## config.mk

```make
export PLATFORM = sky130hd
export DESIGN_NAME = pcie_rq_arbiter
export DESIGN_NICKNAME = d
export VERILOG_FILES = /design/src/rtl/pcie_rq_arbiter.sv
export SDC_FILE = /design/constraint.sdc
export NUM_CORES = 1
export LEC_CHECK = 0
export ABC_CLOCK_PERIOD_IN_PS = 2450
export CAP_MARGIN = 20
export CORE_AREA = 2 2 412 414
export DETAILED_ROUTE_END_ITERATION = 7
export DIE_AREA = 0 0 414 416
export SYNTH_ARGS = -nofsm -noshare
export SYNTH_HDL_FRONTEND = slang
export SYNTH_SLANG_ARGS = --single-unit
```

## constraint.sdc

```tcl
create_clock -name clk -period 2.45 [get_ports clk]
set_input_delay 0.3675 -clock clk [delete_from_list [all_inputs] [get_ports clk]]
set_output_delay 0.3675 -clock clk [all_outputs]
set_load 0.1 [all_outputs]
```

## src/rtl/pcie_rq_arbiter.sv

```systemverilog
`default_nettype none
// ============================================================================
// Module   : pcie_rq_arbiter
// Brief    : Round-robin sharing of the PCIe read/write request channels
//            between NUM_REQ engines, with per-transaction timeout abort.
// Revision : 1.0 - initial release
// ============================================================================

module pcie_rq_channel #(
    parameter int NUM_REQ        = 2,
    parameter int TIMEOUT_CYCLES = 256,
    parameter int CNT_W          = 9,
    parameter int PW             = 64
) (
    input  logic                  clk,
    input  logic                  rst_n,
    input  logic [NUM_REQ-1:0]    reqValid,
    input  logic [NUM_REQ*PW-1:0] reqPayload,
    output logic [NUM_REQ-1:0]    reqReady,
    output logic [NUM_REQ-1:0]    reqErr,
    output logic                  rqValid,
    output logic [PW-1:0]         rqPayload,
    input  logic                  rqReady,
    input  logic                  rqErr,
    output logic [NUM_REQ-1:0]    grant,
    output logic                  timeoutFlag,
    input  logic                  timeoutClr
);
    localparam int c_IDXW = (NUM_REQ > 1) ? $clog2(NUM_REQ) : 1;
    localparam logic [CNT_W-1:0] c_TO_LAST = CNT_W'(TIMEOUT_CYCLES - 1);

    typedef enum logic [0:0] {S_IDLE = 1'b0, S_BUSY = 1'b1} state_t;

    state_t              r_state;
    logic [c_IDXW-1:0]   r_ptr;
    logic [c_IDXW-1:0]   r_owner;
    logic [CNT_W-1:0]    r_cnt;
    logic [NUM_REQ-1:0]  r_grant;
    logic                r_valid;
    logic [PW-1:0]       r_payload;
    logic                r_flag;

    logic                w_any;
    logic [c_IDXW-1:0]   w_sel;
    logic                w_busy;
    logic                w_timeoutHit;
    logic                w_done;

    // Search starts just after the last owner so every waiting requester is
    // reached within NUM_REQ grants.
    always_comb begin
        int j;
        j     = 0;
        w_any = 1'b0;
        w_sel = '0;
        for (int i = 1; i <= NUM_REQ; i++) begin
            j = int'(r_ptr) + i;
            if (j >= NUM_REQ) j = j - NUM_REQ;
            if (!w_any && reqValid[c_IDXW'(j)]) begin
                w_any = 1'b1;
                w_sel = c_IDXW'(j);
            end
        end
    end

    assign w_busy       = (r_state == S_BUSY);
    assign w_timeoutHit = w_busy && !rqReady && (r_cnt == c_TO_LAST);
    assign w_done       = w_busy && (rqReady || w_timeoutHit);

    assign reqReady    = w_done ? r_grant : '0;
    assign reqErr      = (w_done && (rqReady ? rqErr : 1'b1)) ? r_grant : '0;
    assign rqValid     = r_valid;
    assign rqPayload   = r_payload;
    assign grant       = r_grant;
    assign timeoutFlag = r_flag;

    always_ff @(posedge clk or negedge rst_n) begin
        if (!rst_n) begin
            r_state   <= S_IDLE;
            r_ptr     <= c_IDXW'(NUM_REQ - 1);
            r_owner   <= '0;
            r_cnt     <= '0;
            r_grant   <= '0;
            r_valid   <= 1'b0;
            r_payload <= '0;
            r_flag    <= 1'b0;
        end else begin
            // A fresh timeout outranks a simultaneous clear.
            if (w_timeoutHit)    r_flag <= 1'b1;
            else if (timeoutClr) r_flag <= 1'b0;

            case (r_state)
                S_IDLE: begin
                    if (w_any) begin
                        r_state   <= S_BUSY;
                        r_owner   <= w_sel;
                        r_grant   <= NUM_REQ'(1) << w_sel;
                        r_valid   <= 1'b1;
                        r_payload <= reqPayload[int'(w_sel)*PW +: PW];
                        r_cnt     <= '0;
                    end
                end
                S_BUSY: begin
                    if (w_done) begin
                        r_state <= S_IDLE;
                        r_valid <= 1'b0;
                        r_grant <= '0;
                        r_ptr   <= r_owner;
                        r_cnt   <= '0;
                    end else begin
                        r_cnt <= r_cnt + 1'b1;
                    end
                end
                default: r_state <= S_IDLE;
            endcase
        end
    end
endmodule

module pcie_rq_arbiter #(
    parameter int NUM_REQ        = 2,
    parameter int TIMEOUT_CYCLES = 256,
    parameter int CNT_W          = 9
) (
    input  logic                    clk,
    input  logic                    rst_n,
    input  logic [NUM_REQ-1:0]      ReqRdValid,
    input  logic [NUM_REQ*64-1:0]   ReqRdAddr,
    output logic [NUM_REQ-1:0]      ReqRdReady,
    output logic [NUM_REQ-1:0]      ReqRdErr,
    output logic [127:0]            ReqRdData,
    input  logic [NUM_REQ-1:0]      ReqWrValid,
    input  logic [NUM_REQ*64-1:0]   ReqWrAddr,
    input  logic [NUM_REQ*128-1:0]  ReqWrData,
    output logic [NUM_REQ-1:0]      ReqWrReady,
    output logic [NUM_REQ-1:0]      ReqWrErr,
    output logic                    RdRqValid,
    output logic [63:0]             RdRqAddr,
    input  logic [127:0]            RdRqData,
    input  logic                    RdRqReady,
    input  logic                    RdRqErr,
    output logic                    WrRqValid,
    output logic [63:0]             WrRqAddr,
    output logic [127:0]            WrRqData,
    input  logic                    WrRqReady,
    input  logic                    WrRqErr,
    output logic [NUM_REQ-1:0]      RdGrant,
    output logic [NUM_REQ-1:0]      WrGrant,
    output logic                    RdTimeout,
    output logic                    WrTimeout,
    input  logic                    TimeoutClr
);
    localparam int c_WPW = 192;

    logic [NUM_REQ*c_WPW-1:0] w_wrPayload;
    logic [c_WPW-1:0]         w_wrRqPayload;

    for (genvar i = 0; i < NUM_REQ; i++) begin : g_wrPayload
        assign w_wrPayload[i*c_WPW +: c_WPW] = {ReqWrData[i*128 +: 128], ReqWrAddr[i*64 +: 64]};
    end

    pcie_rq_channel #(
        .NUM_REQ(NUM_REQ), .TIMEOUT_CYCLES(TIMEOUT_CYCLES), .CNT_W(CNT_W), .PW(64)
    ) u_rd (
        .clk(clk), .rst_n(rst_n),
        .reqValid(ReqRdValid), .reqPayload(ReqRdAddr),
        .reqReady(ReqRdReady), .reqErr(ReqRdErr),
        .rqValid(RdRqValid), .rqPayload(RdRqAddr),
        .rqReady(RdRqReady), .rqErr(RdRqErr),
        .grant(RdGrant), .timeoutFlag(RdTimeout), .timeoutClr(TimeoutClr)
    );

    pcie_rq_channel #(
        .NUM_REQ(NUM_REQ), .TIMEOUT_CYCLES(TIMEOUT_CYCLES), .CNT_W(CNT_W), .PW(c_WPW)
    ) u_wr (
        .clk(clk), .rst_n(rst_n),
        .reqValid(ReqWrValid), .reqPayload(w_wrPayload),
        .reqReady(ReqWrReady), .reqErr(ReqWrErr),
        .rqValid(WrRqValid), .rqPayload(w_wrRqPayload),
        .rqReady(WrRqReady), .rqErr(WrRqErr),
        .grant(WrGrant), .timeoutFlag(WrTimeout), .timeoutClr(TimeoutClr)
    );

    assign WrRqAddr = w_wrRqPayload[63:0];
    assign WrRqData = w_wrRqPayload[191:64];

    // Read data is only forwarded on a genuine downstream completion.
    assign ReqRdData = ((|RdGrant) && RdRqReady) ? RdRqData : '0;
endmodule

`default_nettype wire
```

==> results by group, run 1 <==
Run status
  • Status: finished, violations left
  • Failing checks: setup timing

Routing
  • Detailed Routing Iterations Pass 1: 5
  • Via count: between 15,000 and 20,000
  • Detailed Route Iter0 Violations: 723
  • DRC errors left: 0
  • Antenna viol nets, final: 0
  • Vias per cell: approximately 3.2
  • WL per Instance: 25.7 um
  • Detailed Route WL: about 120 mm

Worst setup path
  • Startpoint types: register
  • Worst-path cell chain: ha_4, nand3_2, nor2_2, ha_2, nor2b_4, o21ai_4, nor2_4, buf_12
  • CP max stage cell: dfrtp_1
  • Crit Path Class: register to output port
  • Slowest cell delay on critical path: 0.39 ns
  • Req. time, crit path: 2.08 ns
  • Critical path capture point type: output port
  • Worst Path Arrival: between 2 and 2.5 ns
  • Crit-path max FO: 3
  • Worst path bufs/invs: 1
  • Family with the most delay on the worst path: simple AND/OR/NAND/NOR gates

CTS
  • TritonCTS clock tree: yes
  • Longest Clk Path Bufs: 3
  • CTS buffer count: 39
  • # H-tree levels: 2
  • Sink Count: ~290
  • CTS root buf: clkbuf_16
  • Clock Latency Late Sink: 0.61 ns
  • Worst-path clk slew: 0.06 ns

Logic synthesis
  • Synth Flop Type: dfrtp_1
  • Mapped Area: 14,200 um^2
  • Ys Warns: 0
  • Netlist cell types: 40
  • Net Count, Synth: 2,079
  • Post-Syn Instances: between 1,000 and 1,500
  • Number of synthesized flops with an enable pin: 0
  • Fraction of registers with async set or reset after synthesis: 1.00
  • Synth top area share: 0.505
  • Top cell type by total area after synthesis: dfrtp_1
  • Sequential area share after synthesis: 0.509
  • FF+latch count, synth: 288
  • Synth top area cells: dfrtp_1 (51%), mux2i_1 (18%), o21ai_0 (8.7%), nand2_1 (7.3%), and2_1 (5.8%)
  • Avg Cell Area, Syn: ~10 um^2

Floorplan
  • Initial core utilization: 0.0842
  • Die width: ~410 um
  • Row cnt: 151
  • Die Y: 416 um
  • Die area: about 170,000 um^2
  • # IOs: about 1,100
  • Core area: 168,000 um^2

STA
  • Hold Vio Cnt, Final: 0
  • Max-slew violations: 0
  • Period utilization: 1.02
  • Worst slew pin tran: a little under 0.8 ns
  • Unrepaired setup endpoints after global routing: yes
  • Finish-stage setup viols: 6
  • Fmax: 399 MHz
  • Slew HR: 0.482
  • Layout Skew: roughly 0.019 ns
  • Final Critical Period: 2.50 ns
  • Setup ws final: -0.0549 ns

Global routing
  • First-pass GRT wire length: between 150 and 200 mm
  • Vias in the first global route: 15,300
  • GRT Total Usage: 0.137
  • Initial antenna violation count: between 90 and 100
  • Largest net degree at the start of global routing: 110
  • Grt total ovfl: 0

Placement
  • Placed cells: 4,645
  • Post-Place Setup Slack: 0.0429 ns
  • RePlAce Congestion: 0.923
  • Port buffer count: 1,048
  • Post-DP HPWL: 109 mm

Finish
  • Register area: 7220 um^2
  • Fillers: 18,600
  • Multi-input gate area: between 6000 and 7000 um^2
  • Total Nets Final: 3,144
  • Finished Layout Cells: 4,755
  • Area Growth Syn to Fin: 113%
  • Core Util, Final: 0.180
  • Share of cells above drive strength 1: 0.281

Pwr
  • Leakage power total: 12.7 nW
  • VDD IR-drop max: approximately 1.1 mV
  • Pwr/cell area: 1280 nW/um^2

Min path
  • Hold Crit Class: input port to async pin

Flow run
  • Maxcap violations: 0
## final timing paths
path / startpoint / end / slack [ns] / cells after the start
min reg2reg: u_wr.rqPayload[144] / u_wr.rqPayload[144] / 0.48 / 2
min: rst_n / u_wr.rqPayload[34] / 0.30 / 2
max in group asynchronous: rst_n / u_rd.grant[0] / 1.28 / 3
min in group clk: TimeoutClr / u_rd.timeoutFlag / 0.36 / 2
max: u_rd.r_cnt[1] / ReqRdErr[1] / -0.05 / 8
max reg2reg: u_wr.r_cnt[1] / u_wr.r_cnt[7] / 0.27 / 9
## layout by cell type (no fill, tap or decap), types with 3 or more instances in the layout
cell type        Yosys  final
clkdlybuf4s50_1      0    647
buf_4                2    315
dfrtp_1            286    284
nand2_1            276    275
mux2i_1            257    257
o21ai_0            247    244
buf_12               0    157
and2_2               0    118
clkbuf_16            0     40
o21ai_1             30     29
diode_2              0     18
nand3_1             14     12
inv_1               12     12
and2_4               0      9
clkbuf_8             0      9
nor2_4               0      8
clkinv_2             0      7
nor2_1              15      6
a31oi_1              5      5
and2_1             132      5
clkbuf_1            43      5
o21ai_4              0      4
a41oi_1              3      3
a21oi_1              3      3
a22o_1               3      3
bufinv_16            0      3
clkinv_4             0      3
buf_2               42      3
## routing by layer
metal,vias to the layer above,wire length (um),track usage
met4,82,2960,0.0331
met2,678,63900,0.252
met5,-,504,0
met3,198,17100,0.0864
met1,7053,38000,0.125
li1,7025,-,-
## report_power, final
group / internal [mW] / leakage [nW] / switching, mW
registers: 6.29 / 3.58 / 1.14
clock network: 3.57 / 0.665 / 2.58
logic: 6.20 / 8.43 / 18.8
total: 16.1 / 12.7 / 22.6
## synth_stat cells, types with 2 or more instances
master	number
dfrtp_1	286
nand2_1	276
mux2i_1	257
o21ai_0	247
and2_1	132
clkbuf_1	43
buf_2	42
o21ai_1	30
buf_6	17
nor2_1	15
nand3_1	14
inv_1	12
a31oi_1	5
ha_1	4
a21oi_1	3
a22o_1	3
a41oi_1	3
nor2b_1	3
and3_1	2
buf_4	2
dfstp_2	2
nand2b_1	2
nand4_1	2
o211ai_1	2
o21a_1	2
o22ai_1	2
or2_2	2
xor2_1	2
## state kept, by name, indices dropped and copies added, names as in the netlist, 2 cells and up
| register | flops |
|---|---|
| u_wr.rqPayload | 192 |
| u_rd.rqPayload | 64 |
| u_rd.r_cnt | 9 |
| u_wr.r_cnt | 9 |
| u_rd.grant | 2 |
| u_wr.grant | 2 |
## metrics by stage
stage | total power [mW] | TNS [ns] | instance area [um^2] | hold WS (ns)
after floorplan | 24.0 | -1.03 | 14300 | 0.0719
after global placement | 32.6 | 0 | 28400 | 0.351
after detailed placement | 32.8 | 0 | 28400 | 0.355
after CTS | 39.2 | -0.738 | 30000 | 0.283
after global routing | 40.3 | -1.33 | 30200 | 0.319
final | 38.6 | -0.187 | 30200 | 0.300
## cell families (layout without fill, tap and decap cells)
| family | count (synthesis) | in the layout | synth area share |
|---|---|---|---|
| buf+inv | 116 | 1211 | 0.0440 |
| fa+ha+maj | 4 | 4 | 0.00353 |
| xor+xnor | 2 | 2 | 0.00124 |
| simple gates | 457 | 457 | 0.151 |
| mux | 258 | 258 | 0.182 |
| flops | 288 | 288 | 0.509 |
| other cells | 0 | 18 | 0 |
| compound gates | 299 | 299 | 0.109 |
## final cells by class
type                            instances  share of cell area
Timing Repair Buffer                 1128               0.400
Clock buffer                           53              0.0370
Antenna cell                           18             0.00149
Tap cell                             2218              0.0919
Sequential cell                       288               0.239
Inverter                               12             0.00149
Multi-Input combinational cell       1020               0.222
Clock inverter                         18             0.00783
## timing repair
action	in CTS	in global routing
resized for setup	32	18
hold buffers	1	0
pin swaps	12	7
buffers inserted	15	4
cloned	0	1
setup endpoints to repair	78	12
endpoints found under the hold margin	34	0
Note: power is estimated with default switching activity, not from simulation.
==> inputs of run 2 (changes only) <==
DONT_BUFFER_PORTS = 1   (was default)
==> run 2 against run 1 <==
  * Critical path type unchanged
  * Routed wire length is 4.8% higher
  * Largest power group unchanged
  * Count of clock-buffer cells in the layout increased by 4
  * The flow finishes with violations (hold timing, setup timing)
  * Via count grew 1.0%
  * Power up 2.0%
  * Critical path depth is the same
  * Cell count decreased by 5.1%
==> results by group, run 2 (synthesis results as in run 1) <==
Worst setup path
  • Crit Path Class: register to output port
  • CP max stage cell: dfrtp_1
  • Critical path capture point type: output port
  • Family with the most delay on the worst path: simple AND/OR/NAND/NOR gates
  • Worst Path Arrival: 2.18 ns (+0.04 ns)
  • Crit-path max FO: 2 (-1)
  • Worst R2R End: u_wr.rqPayload[103]
  • R2R setup slack: 0.01 ns (-0.26 ns)
  • Worst path bufs/invs: 1 (unchanged)
  • Startpoint types: register
  • Reg2reg path depth: 4 (-5)
  • Slowest cell delay on critical path: 0.41 ns (+0.02 ns)
  • R2r startpoint: u_wr.r_ptr
  • Req. time, crit path: 2.08 ns (about the same)
  • Worst-path cell chain: ha_4, nand2_4, nor3_4, ha_2, nor2b_4, o21ai_4, nor2_4, buf_12

STA
  • Sum Neg Setup Slack: -0.372 ns (-0.185 ns)
  • WHS: -0.544 ns (-0.845 ns)
  • Final Critical Period: 2.54 ns (+0.0389 ns)
  • Worst slew pin tran: 1.15 ns (+0.372 ns)
  • Fmax: 393 MHz (-1.5%)
  • Slew HR: 0.232 (-0.250)
  • Setup ws final: -0.0938 ns (-0.0389 ns)
  • Finish-stage setup viols: 7 (+1)
  • Layout Skew: 0.0377 ns (+0.0189 ns)
  • Max-slew violations: 0 (unchanged)
  • Hold Vio Cnt, Final: 287 (+287)
  • Unrepaired setup endpoints after global routing: yes
  • Period utilization: 1.04 (+0.0159)

CTS
  • CTS root buf: clkbuf_16
  • CTS buffer count: 39 (unchanged)
  • # H-tree levels: 2 (unchanged)
  • Longest Clk Path Bufs: 3 (unchanged)
  • Clock Latency Late Sink: 0.64 ns (+0.03 ns)
  • Sink Count: 288 (unchanged)
  • Worst-path clk slew: 0.06 ns (about the same)
  • TritonCTS clock tree: yes
  • CTS Hold Bufs: 484 (+483)

Floorplan
  • Core area: 168,000 um^2 (unchanged)
  • Row cnt: 151 (unchanged)
  • Die area: 172,000 um^2 (unchanged)
  • Die Y: 416 um (unchanged)
  • Die width: 414 um (unchanged)
  • # IOs: 1,051 (unchanged)
  • Initial core utilization: 0.0842 (unchanged)

Routing
  • Detailed Route Iter0 Violations: 1,083 (+50%)
  • Detailed Routing Iterations Pass 1: 5 (unchanged)
  • DRC errors left: 0 (unchanged)
  • Via count: 15,200 (+1.0%)
  • Antenna viol nets, final: 0 (unchanged)
  • WL per Instance: 28.4 um (+10%)
  • Detailed Route WL: 128 mm (+4.8%)
  • Vias per cell: 3.37 (+6.5%)

Global routing
  • GRT Total Usage: 0.139 (+0.00264)
  • Initial antenna violation count: 106 (+8.2%)
  • First-pass GRT wire length: 157 mm (+1.3%)
  • Vias in the first global route: 15,200 (-0.37%)
  • Largest net degree at the start of global routing: 289 (+160%)
  • Grt total ovfl: 0 (unchanged)

Pwr
  • Pwr/cell area: 1410 nW/um^2 (+10%)
  • VDD IR-drop max: 0.841 mV (-20%)
  • Pwr Total: 39.4 mW (+2.0%)
  • Switching portion of total power: 0.594 (+0.00943)
  • Int Pwr: 16.0 mW (-0.32%)
  • Clk pwr share: 0.152 (-0.007)
  • Leakage power total: 11.7 nW (-7.4%)
  • Sw power: 23.4 mW (+3.6%)
  • Logic gate share of total power: 0.568 (-0.080)
  • Register share of total power: 0.280 (+0.088)

Run status
  • Failing checks: hold timing, setup timing
  • Status: finished, violations left

Finish
  • Commonest non-fill, non-tap cell in the layout: dlygate4sd3_1
  • Share of cells above drive strength 1: 0.269 (-0.0126)
  • Fillers: 18,500 (-0.52%)
  • Total Nets Final: 2,884 (-8.3%)
  • Max FFs per register: 192 (unchanged)
  • Commonest non-fill, non-tap cells in the layout: dlygate4sd3_1 (484), dfrtp_1 (283), nand2_1 (275), mux2i_1 (257), o21ai_0 (244)
  • Area Growth Syn to Fin: 97.8%

Min path
  • Hold Crit Class: input port to async pin

Flow run
  • Maxcap violations: 0 (unchanged)

Placement
  • Post-DP HPWL: 103 mm (-5.7%)
  • RePlAce Congestion: 1.26 (+37%)
  • Port buffer count: 0 (-100%)
==> run 2: changes by cell type in the layout (fill, tap and decap cells not counted), sizes merged, moves of 7 or more <==
cell / change
buf: -104
clkbuf: +10
clkdlybuf4s50: -647
clkinv: -7
dlygate4sd3: +483
diode: +18
==> run 2: per-layer routing <==
metal  wire length [um]  up-vias  share of wire  global-route usage
met2              64800     1028           0.51               0.249
li1                   -     6510              -                   -
met4               6350      102          0.049              0.0574
met1              34100     7220           0.27               0.109
met5                642        -         0.0050                   0
met3              22400      332           0.17               0.114
==> run 2: cell type report <==
type	count	area [um^2]	share of cell area
Timing Repair Buffer	866	9750	0.348
Sequential cell	288	7220	0.258
Multi-Input combinational cell	1022	6850	0.244
Tap cell	2218	2780	0.0991
Clock buffer	57	1100	0.0394
Clock inverter	13	189	0.00674
Antenna cell	36	90.1	0.00322
Inverter	12	45.0	0.00161
==> run 2: timing repair <==
action | CTS | global route
setup endpoints to repair | 96 | 156
setup buffers | 23 | 10
hold endpoints to repair | 548 | 288
cloned | 3 | 12
gates resized for setup | 56 | 91
pin swaps | 25 | 79
==> run 2: worst max path at each step <==
stage | to | depth (start not counted) | slack [ns] | startpoint
after CTS | ReqRdErr[0] | 8 | -0.16 | u_rd.r_cnt[1]
after global placement | ReqWrErr[0] | 8 | 0.03 | u_wr.r_cnt[1]
after floorplan | ReqRdErr[0] | 7 | -0.42 | u_rd.r_cnt[0]
after detailed placement | ReqWrReady[0] | 7 | 0.03 | u_wr.r_cnt[1]
after global routing | ReqWrErr[1] | 8 | -0.19 | u_wr.r_cnt[1]
final | ReqWrErr[1] | 8 | -0.09 | u_wr.r_cnt[1]
==> run 2: metrics by stage <==
step / setup slack, ns / area (um^2) / utilization / std cells
after floorplan: -0.415 / 14300 / - / 1424
after global placement: 0.0340 / 20900 / 0.124 / 3874
after detailed placement: 0.0309 / 20900 / 0.124 / 3874
after CTS: -0.156 / 27400 / 0.163 / 4454
after global routing: -0.195 / 28000 / 0.166 / 4497
final: -0.0938 / 28000 / 0.167 / 4512
==> run 2: power groups by stage <==
stage / combinational [mW] / clock [mW] / sequential [mW]
after floorplan: 6.20 / 0 / 17.8
after global placement: 19.8 / 0 / 11.0
after detailed placement: 20.0 / 0 / 11.0
after CTS: 21.9 / 6.22 / 11.0
after global routing: 23.2 / 6.36 / 11.2
final: 22.4 / 6.00 / 11.0
==> inputs of run 3 (changes only) <==
GPL_TIMING_DRIVEN = 0   (was default)
==> run 3 against run 2 <==
  * The flow still finishes with violations (hold timing, setup timing)
  * Count of clock-buffer cells in the layout fell by 3
  * Sequential power rose by 63%
  * First-iteration DRC count rose by 21%
  * Hold slack got worse by 0.0026 ns
  * Via count fell by 6.2%
  * Setup slack got worse by 0.23 ns
  * Global-route usage rose by 1.1 points
  * Final area fell by 16%
==> results by group, run 3 (synthesis results as in run 1) <==
Routing
  • Detailed Route WL: 136 mm (+5.8%)
  • Vias per cell: 3.43 (+1.8%)
  • Detailed Routing Iterations Pass 1: 7 (+2)
  • DRC errors left: 0 (unchanged)
  • WL per Instance: 32.6 um (+15%)
  • Antenna viol nets, final: 0 (unchanged)
  • Via count: 14,300 (-6.2%)
  • Detailed Route Iter0 Violations: 1,314 (+21%)

Global routing
  • Largest net degree at the start of global routing: 289 (unchanged)
  • Grt total ovfl: 0 (unchanged)
  • First-pass GRT wire length: 166 mm (+5.5%)
  • GRT Total Usage: 0.150 (+0.0107)
  • Initial antenna violation count: 104 (-1.9%)
  • Vias in the first global route: 14,000 (-7.7%)

Worst setup path
  • CP startpoint: u_rd.grant[0]
  • R2r startpoint: u_wr.r_ptr
  • Worst Path Arrival: 2.41 ns (+0.23 ns)
  • Req. time, crit path: 2.08 ns (about the same)
  • Startpoint types: register
  • Crit-path max FO: 6 (+4)
  • Critical path capture point type: output port
  • Crit Path Class: register to output port

STA
  • Finish-stage setup viols: 139 (+132)
  • Setup ws final: -0.325 ns (-0.231 ns)
  • WHS: -0.547 ns (-0.00259 ns)
  • Final Critical Period: 2.77 ns (+0.231 ns)
  • Slew HR: 0.175 (-0.0570)
  • Fmax: 360 MHz (-8.3%)
  • Hold Vio Cnt, Final: 287 (unchanged)
  • Max-slew violations: 0 (unchanged)
  • Worst slew pin tran: 1.24 ns (+0.0855 ns)
  • Layout Skew: 0.0189 ns (-0.0188 ns)
  • Unrepaired setup endpoints after global routing: yes
  • Period utilization: 1.13 (+0.0943)

Placement
  • Placed cells: 3,681 (-5.0%)
  • Area of placed instances: 17,800 um^2 (-15%)
  • Port buffer count: 0 (unchanged)
  • RePlAce Congestion: 1.22 (-3.3%)
  • Post-DP HPWL: 116 mm (+13%)

Run status
  • Failing checks: hold timing, setup timing
  • Status: finished, violations left

Min path
  • Hold Crit Class: input port to async pin

CTS
  • CTS Hold Bufs: 316 (-35%)
  • Clock Latency Late Sink: 0.61 ns (-0.03 ns)
  • # H-tree levels: 2 (unchanged)
  • CTS root buf: clkbuf_16
  • CTS buffer count: 39 (unchanged)
  • TritonCTS clock tree: yes
  • Sink Count: 288 (unchanged)
  • Worst-path clk slew: 0.06 ns (about the same)
  • Longest Clk Path Bufs: 3 (unchanged)

Pwr
  • Leakage power total: 9.50 nW (-19%)
  • VDD IR-drop max: 1.08 mV (+29%)
  • Pwr Total: 36.7 mW (-6.9%)
  • Pwr/cell area: 1560 nW/um^2 (+11%)

Floorplan
  • Core area: 168,000 um^2 (unchanged)
  • Initial core utilization: 0.0842 (unchanged)
  • Die width: 414 um (unchanged)
  • Die Y: 416 um (unchanged)
  • # IOs: 1,051 (unchanged)
  • Row cnt: 151 (unchanged)
  • Die area: 172,000 um^2 (unchanged)

Finish
  • Commonest non-fill, non-tap cells in the layout: dlygate4sd3_1 (316), dfrtp_1 (282), nand2_1 (275), o21ai_0 (244), mux2i_1 (226)
  • Multi-input gate area: 7030 um^2 (+2.6%)
  • Register area: 7220 um^2 (about the same)
  • Max FFs per register: 192 (unchanged)
  • Total Nets Final: 2,512 (-13%)
  • Area Growth Syn to Fin: 65.9%
  • Share of cells above drive strength 1: 0.213 (-0.0558)
  • Post-route cell area: 23,500 um^2 (-16%)
  • Fillers: 19,000 (+2.6%)
  • Finished Layout Cells: 4,160 (-7.8%)
  • Commonest non-fill, non-tap cell in the layout: dlygate4sd3_1

Flow run
  • Maxcap violations: 0 (unchanged)
## run 3: cell count changes in the layout (fill, tap and decap cells not counted), sizes merged
cell         delta
buf           -239
bufinv          -1
clkbuf         +34
clkinv          +5
clkinvlp        -2
diode          +19
dlygate4sd3   -168
inv             +2
o21a            -2
## run 3: area by class of cell
type | count | share of cell area
flip-flops and latches | 288 | 0.307
multi-input cells | 1020 | 0.299
repair buffers | 393 | 0.179
well taps | 2218 | 0.118
clock buffers | 54 | 0.0465
plain buffers | 103 | 0.0356
clock inverters | 17 | 0.00666
diodes | 55 | 0.00586
inverters | 12 | 0.00192
## run 3: final timing paths
check	slack (ns)	to	depth (start not counted)
max	-0.32	ReqRdData[75]	4
min	-0.55	u_wr.rqPayload[74]	0
max reg2reg	-0.03	u_wr.rqPayload[152]	5
min reg2reg	0.47	u_wr.r_ptr	2
max in group asynchronous	1.89	u_rd.grant[1]	0
min in group clk	0.04	u_wr.rqPayload[158]	2
## run 3: stage by stage
stage          utilization  setup TNS (ns)  setup slack, ns  hold WS [ns]
6_report             0.140          -36.05           -0.325        -0.547
5_1_grt              0.139          -46.90           -0.392        -0.600
4_1_cts              0.137          -51.03           -0.413        -0.636
3_5_place_dp         0.106         -113.21           -0.944        0.0792
3_3_place_gp         0.102         -116.60           -0.923        0.0788
2_1_floorplan            -           -1.03           -0.415        0.0719
## run 3: report_power, final
group	internal [mW]	switching, mW
Clock	3.27	2.60
Combinational	4.08	8.80
Sequential	6.02	11.9
Total	13.4	23.3
## run 3: critical path, stage by stage (launching register included)
cell       delay, ns
dfrtp_4         0.67
o21a_4          0.32
clkbuf_16       0.22
clkbuf_16       0.15
and2_4          0.40
## run 3: layer usage
metal	vias to the layer above	routed length, um	global-route usage
li1	5786	-	-
met1	7006	42700	0.142
met2	1109	66500	0.257
met3	291	18200	0.0878
met4	62	7920	0.0771
met5	-	399	0.00361
## run 3: repair_timing
action	in CTS	in global routing
endpoints found under the hold margin	464	287
endpoints found under the setup margin	184	163
setup buffers	20	5
gates cloned	6	3
pin swaps	139	24
resized for setup	253	26
